[config.mk]
export PLATFORM = sky130hd
export DESIGN_NAME = pair_triple_event_counter
export DESIGN_NICKNAME = d
export VERILOG_FILES = /design/src/rtl/pair_triple_event_counter.sv
export SDC_FILE = /design/constraint.sdc
export NUM_CORES = 1
export LEC_CHECK = 0
export ABC_CLOCK_PERIOD_IN_PS = 1900
export CORE_MARGIN = 2
export CORE_UTILIZATION = 45
export CTS_CLUSTER_SIZE = 30
export DETAILED_ROUTE_END_ITERATION = 8
export PLACE_DENSITY = 0.76
export SYNTH_ARGS = -nofsm -noshare
export SYNTH_HDL_FRONTEND = slang
export SYNTH_SLANG_ARGS = --single-unit
export TNS_END_PERCENT = 100
[constraint.sdc]
create_clock -name clk -period 1.9 [get_ports clk]
set_input_delay 0.19 -clock clk [delete_from_list [all_inputs] [get_ports clk]]
set_output_delay 0.19 -clock clk [all_outputs]
set_load 0.02 [all_outputs]
[src/rtl/pair_triple_event_counter.sv]
// pair_triple_event_counter: qualifies the 2-of-3 detector output against a
// minimum persistence of HOLD consecutive high samples, emits one single-cycle
// event per qualified high run and keeps a saturating, sticky-flagged count.
//
// Parameters:
//   CNT_W  event counter width (2..16)
//   HOLD   consecutive high det samples needed to qualify (1..15)
// Ports:
//   clk    rising-edge clock
//   rst_n  asynchronous active-low reset
//   en     enable; low forces the FSM to IDLE and blocks counting
//   det    detector output
//   clear  synchronous clear of cnt and sat (wins over an increment)
//   evt    one-cycle pulse per qualified run ("event" is a reserved word)
//   cnt    saturating event count
//   sat    sticky, set when cnt reaches its maximum
//   state  current FSM state: IDLE=0, ARM=1, FIRE=2, WAIT_LOW=3
// Build option:
//   PAIR_TRIPLE_EVENT_COUNTER_SYNC_EN  when defined, det passes through a
//   2-flop synchronizer (reset to 0) before the FSM, adding 2 cycles latency.

module pair_triple_event_counter #(
    parameter int CNT_W = 8,
    parameter int HOLD  = 3
) (
    input  logic             clk,
    input  logic             rst_n,
    input  logic             en,
    input  logic             det,
    input  logic             clear,
    output logic             evt,
    output logic [CNT_W-1:0] cnt,
    output logic             sat,
    output logic [1:0]       state
);

    typedef enum logic [1:0] {
        IDLE     = 2'd0,
        ARM      = 2'd1,
        FIRE     = 2'd2,
        WAIT_LOW = 2'd3
    } state_t;

    localparam logic [3:0]       HOLD_V  = 4'(HOLD);
    localparam logic [CNT_W-1:0] CNT_MAX = '1;
    localparam logic [CNT_W-1:0] CNT_ONE = {{(CNT_W-1){1'b0}}, 1'b1};

    state_t           cur;
    state_t           nxt;
    logic [3:0]       run;
    logic [3:0]       run_nxt;
    logic [3:0]       run_inc;
    logic             det_q;
    logic             inc;
    logic [CNT_W-1:0] cnt_nxt;

`ifdef PAIR_TRIPLE_EVENT_COUNTER_SYNC_EN
    logic [1:0] sync_q;

    always_ff @(posedge clk or negedge rst_n) begin
        if (!rst_n) begin
            sync_q <= 2'b00;
        end else begin
            sync_q <= {sync_q[0], det};
        end
    end

    assign det_q = sync_q[1];
`else
    assign det_q = det;
`endif

    assign run_inc = run + 4'd1;

    // State register
    always_ff @(posedge clk or negedge rst_n) begin
        if (!rst_n) begin
            cur <= IDLE;
            run <= 4'd0;
        end else begin
            cur <= nxt;
            run <= run_nxt;
        end
    end

    // Next-state logic. Ternaries on det_q let an unknown det reach the
    // state register instead of being silently treated as low.
    always_comb begin
        nxt     = cur;
        run_nxt = run;
        if (!en) begin
            nxt     = IDLE;
            run_nxt = 4'd0;
        end else begin
            unique case (cur)
                IDLE: begin
                    nxt     = det_q ? ((HOLD == 1) ? FIRE : ARM) : IDLE;
                    run_nxt = (det_q && HOLD != 1) ? 4'd1 : 4'd0;
                end
                ARM: begin
                    nxt     = det_q ? ((run_inc == HOLD_V) ? FIRE : ARM)
                                    : IDLE;
                    run_nxt = (det_q && run_inc != HOLD_V) ? run_inc : 4'd0;
                end
                FIRE: begin
                    nxt     = det_q ? WAIT_LOW : IDLE;
                    run_nxt = 4'd0;
                end
                WAIT_LOW: begin
                    nxt     = det_q ? WAIT_LOW : IDLE;
                    run_nxt = 4'd0;
                end
            endcase
        end
    end

    // Moore outputs
    always_comb begin
        evt   = (cur == FIRE);
        state = cur;
    end

    // Count on the edge that enters FIRE; clear takes priority.
    assign inc     = (nxt == FIRE);
    assign cnt_nxt = clear ? '0
                   : (inc && cnt != CNT_MAX) ? cnt + CNT_ONE
                   : cnt;

    always_ff @(posedge clk or negedge rst_n) begin
        if (!rst_n) begin
            cnt <= '0;
            sat <= 1'b0;
        end else begin
            cnt <= cnt_nxt;
            sat <= clear ? 1'b0 : (sat | (cnt_nxt == CNT_MAX));
        end
    end

endmodule

==> run_results.csv <==
group,metric,value,unit
routing,vias,842,
place,dp_cells,152,
yosys,synthCells,94,
die,die-height,48.4,microns
yosys,syn_nets,102,
timing,period_needed,1.90,ns
setup_path,r2r_slack,-0.003,ns
cells_and_area,finish.net_count,142,
setup_path,critPathKind,"reg -> reg",
yosys,avgSynthCellArea,9.42,sq um
grt,grt.overflow.total,0,
setup_path,crit_required,2.09,ns
timing,hold_violations,0,
yosys,synth_top_area_share,42.4,%
cells_and_area,layoutNonFillerInstCount,160,
pwr,peakVddDrop,0.000427,V
yosys,ys_types,34,
timing,relSlewSlack,65.4,%
yosys,synth_warnings,0,
clock_network,cts_hold_buf,0,
pwr,pwr-share-clk,33.7,%
routing,routed_via_density,5.26,
clock_network,h-tree-depth,1,
setup_path,path_max_fanout,4,
grt,grt_pass1_wl,3540,microns
grt,grt_max_degree,16,
setup_path,r2r_start,"run[1]",
place,dp_hpwl,1530,microns
timing,finClkSkew,0.00504,ns
status,status,"complete, but fails checks",
die,initial_core_util,46.6,%
timing,rsz0062_at_grt,"yes",
place,place_congestion,0.756,
die,ios,17,
clock_network,clock_sinks,15,
die,die_w,48.4,microns
cells_and_area,drive_above_1_share,32.3,%
timing,max_clock_freq,0.525,GHz
place,port_buffers,16,
timing,setup_viol,2,
pwr,combPwrFrac,7.9,%
clock_network,worstSkewPairLatency,0.29,ns
clock_network,cts_tree,"done",
die,dieArea,2340,sq um
clock_network,cts_buffers,3,
setup_path,reg2reg_depth,8,
routing,ant_nets,0,
die,coreArea,1900,sq um
routing,routedWlPerCell,13.2,microns
die,rows,16,
clock_network,clk_pin_slew,0.09,ns
cells_and_area,area.growth.synth_to_final,50.3,%
yosys,synth.area.top_cells,"dfrtp_1 (42%), xnor2_1 (5.9%), nand2_1 (5.1%), nor2_1 (5.1%), ha_1 (4.2%)",
yosys,yosys.area.top_type,"dfrtp_1",
pwr,power_frac_seq,58.4,%
timing,setup_slack,-0.00325,ns
yosys,syn_area,886,sq um
timing,period_share,100,%
setup_path,critical_path.endpoint_type,"register",
status,violations,"setup timing",
routing,drt-pass1-iter-count,4,
grt,grt_pass1_vias,821,
timing,tightest_slew,0.517,ns
pwr,p_per_area,417,nW/um^2
timing,fin_tns_setup,-0.00502,ns
clock_network,cts_buffer_depth,2,
pwr,p_sw_share,23.5,%
clock_network,cts_root_buffer,"clkbuf_4",
setup_path,worst_ep_arrival_time,2.09,ns
routing,wl,2110,microns
timing,drv_slew,0,
grt,grtUsageTotal,19.3,%
yosys,seq_area_frac_synth,42.4,%
cells_and_area,diodes,0,
setup_path,start_kind,"register",
pwr,p_int,0.000425,W
run,cap_violations,0,
yosys,ys_ff_latch,15,
routing,route.detailed.drc,0,
pwr,p_switching,0.000131,W
routing,dr.first_iter.drc_count,14,
worst_hold_path,hold_class,"in -> async",
grt,antenna_found_initial,0,
setup_path,r2r-end,"sat",
pwr,p_leak,0.527,nW
[state kept, by name, indices dropped and copies added (netlist names)]
| signal | flops |
|---|---|
| cnt | 8 |
| run | 4 |
| state | 2 |
| sat | 1 |
[layout make-up]
| class | instances | area (sq um) |
|---|---|---|
| multi-input cells | 73 | 551 |
| repair buffers | 37 | 325 |
| flip-flops and latches | 15 | 380 |
| clock buffers | 4 | 26.3 |
| inverters | 4 | 15.0 |
| well taps | 27 | 33.8 |
| fillers | 155 | 571 |
[worst max path at each step]
stage | from | end | slack [ns]
after global routing | run[0] | cnt[7] | -0.06
final | run[1] | sat | -0.003
after detailed placement | en | sat | -0.16
after global placement | en | sat | -0.11
after floorplan | run[0] | sat | 0.02
after CTS | run[1] | sat | -0.08
[through the flow]
step	util, %	total power, W	worst slack (ns)	area, sq um	hold WS (ns)
2_1_floorplan	-	0.000343	0.0202	912	-0.106
3_3_place_gp	64.3	0.000368	-0.111	1220	0.475
3_5_place_dp	64.3	0.000369	-0.161	1220	0.501
4_1_cts	67.3	0.000557	-0.0826	1280	0.201
5_1_grt	70.0	0.000575	-0.0644	1330	0.218
6_report	70.0	0.000555	-0.00325	1330	0.201
[worst max-delay path: stages (launching register included)]
cell	delay [ns]
dfrtp_2	0.45
buf_6	0.13
a21bo_4	0.21
a41oi_4	0.29
buf_6	0.16
nor2_4	0.04
mux2i_1	0.15
o2111a_1	0.13
a32o_2	0.23
[power groups by stage]
stage	registers, W	logic, W	clock network (W)
6_report	0.000325	0.0000437	0.000187
5_1_grt	0.000325	0.0000480	0.000202
4_1_cts	0.000324	0.0000401	0.000193
3_5_place_dp	0.000331	0.0000374	0
3_3_place_gp	0.000331	0.0000366	0
2_1_floorplan	0.000333	0.00000997	0
[what timing repair did]
action	4_1_cts	5_1_grt
endpoints found under the setup margin	2	4
resized for setup	3	10
setup buffers	3	1
pin swaps	6	7
[synthesized netlist by cell type, drive strengths merged]
cell,n
dfrtp,15
nand2,12
nor2,12
xnor2,6
nand3,5
nor3,5
a21oi,4
inv,4
ha,3
nand2b,3
and2,2
buf,2
xor2,2
a21bo,1
a31oi,1
a32o,1
a41o,1
a41oi,1
and4b,1
mux2i,1
nand3b,1
nand4,1
nor2b,1
nor3b,1
nor4,1
o2111a,1
o211ai,1
o21a,1
o21ai,1
o32ai,1
o41a,1
or4,1
[per-layer routing]
metal | global-route usage, % | up-vias | wire length, microns
met3 | 2.16 | 3 | 72
met4 | 10.0 | 0 | 28
met1 | 24.1 | 405 | 933
met2 | 32.9 | 24 | 1070
li1 | - | 410 | -
met5 | 0 | - | 0
[cells in the final DEF, fill, tap and decap left out, drive strengths merged, types with 2 or more instances in the layout]
cell           instances
buf                   21
clkdlybuf4s50         16
dfrtp                 15
nand2                 12
nor2                  12
xnor2                  6
nand3                  5
nor3                   5
a21oi                  4
inv                    4
clkbuf                 4
nand2b                 3
ha                     3
and2                   2
xor2                   2
[kinds of logic after synthesis]
| kind of cell | share of synthesized area [%] |
|---|---|
| buf+inv | 2.97 |
| mux | 1.13 |
| flops | 42.4 |
| fa+ha+maj | 4.24 |
| compound gates | 15.5 |
| simple gates | 25.8 |
| xor+xnor | 7.91 |
(Power assumes the default switching activity.)
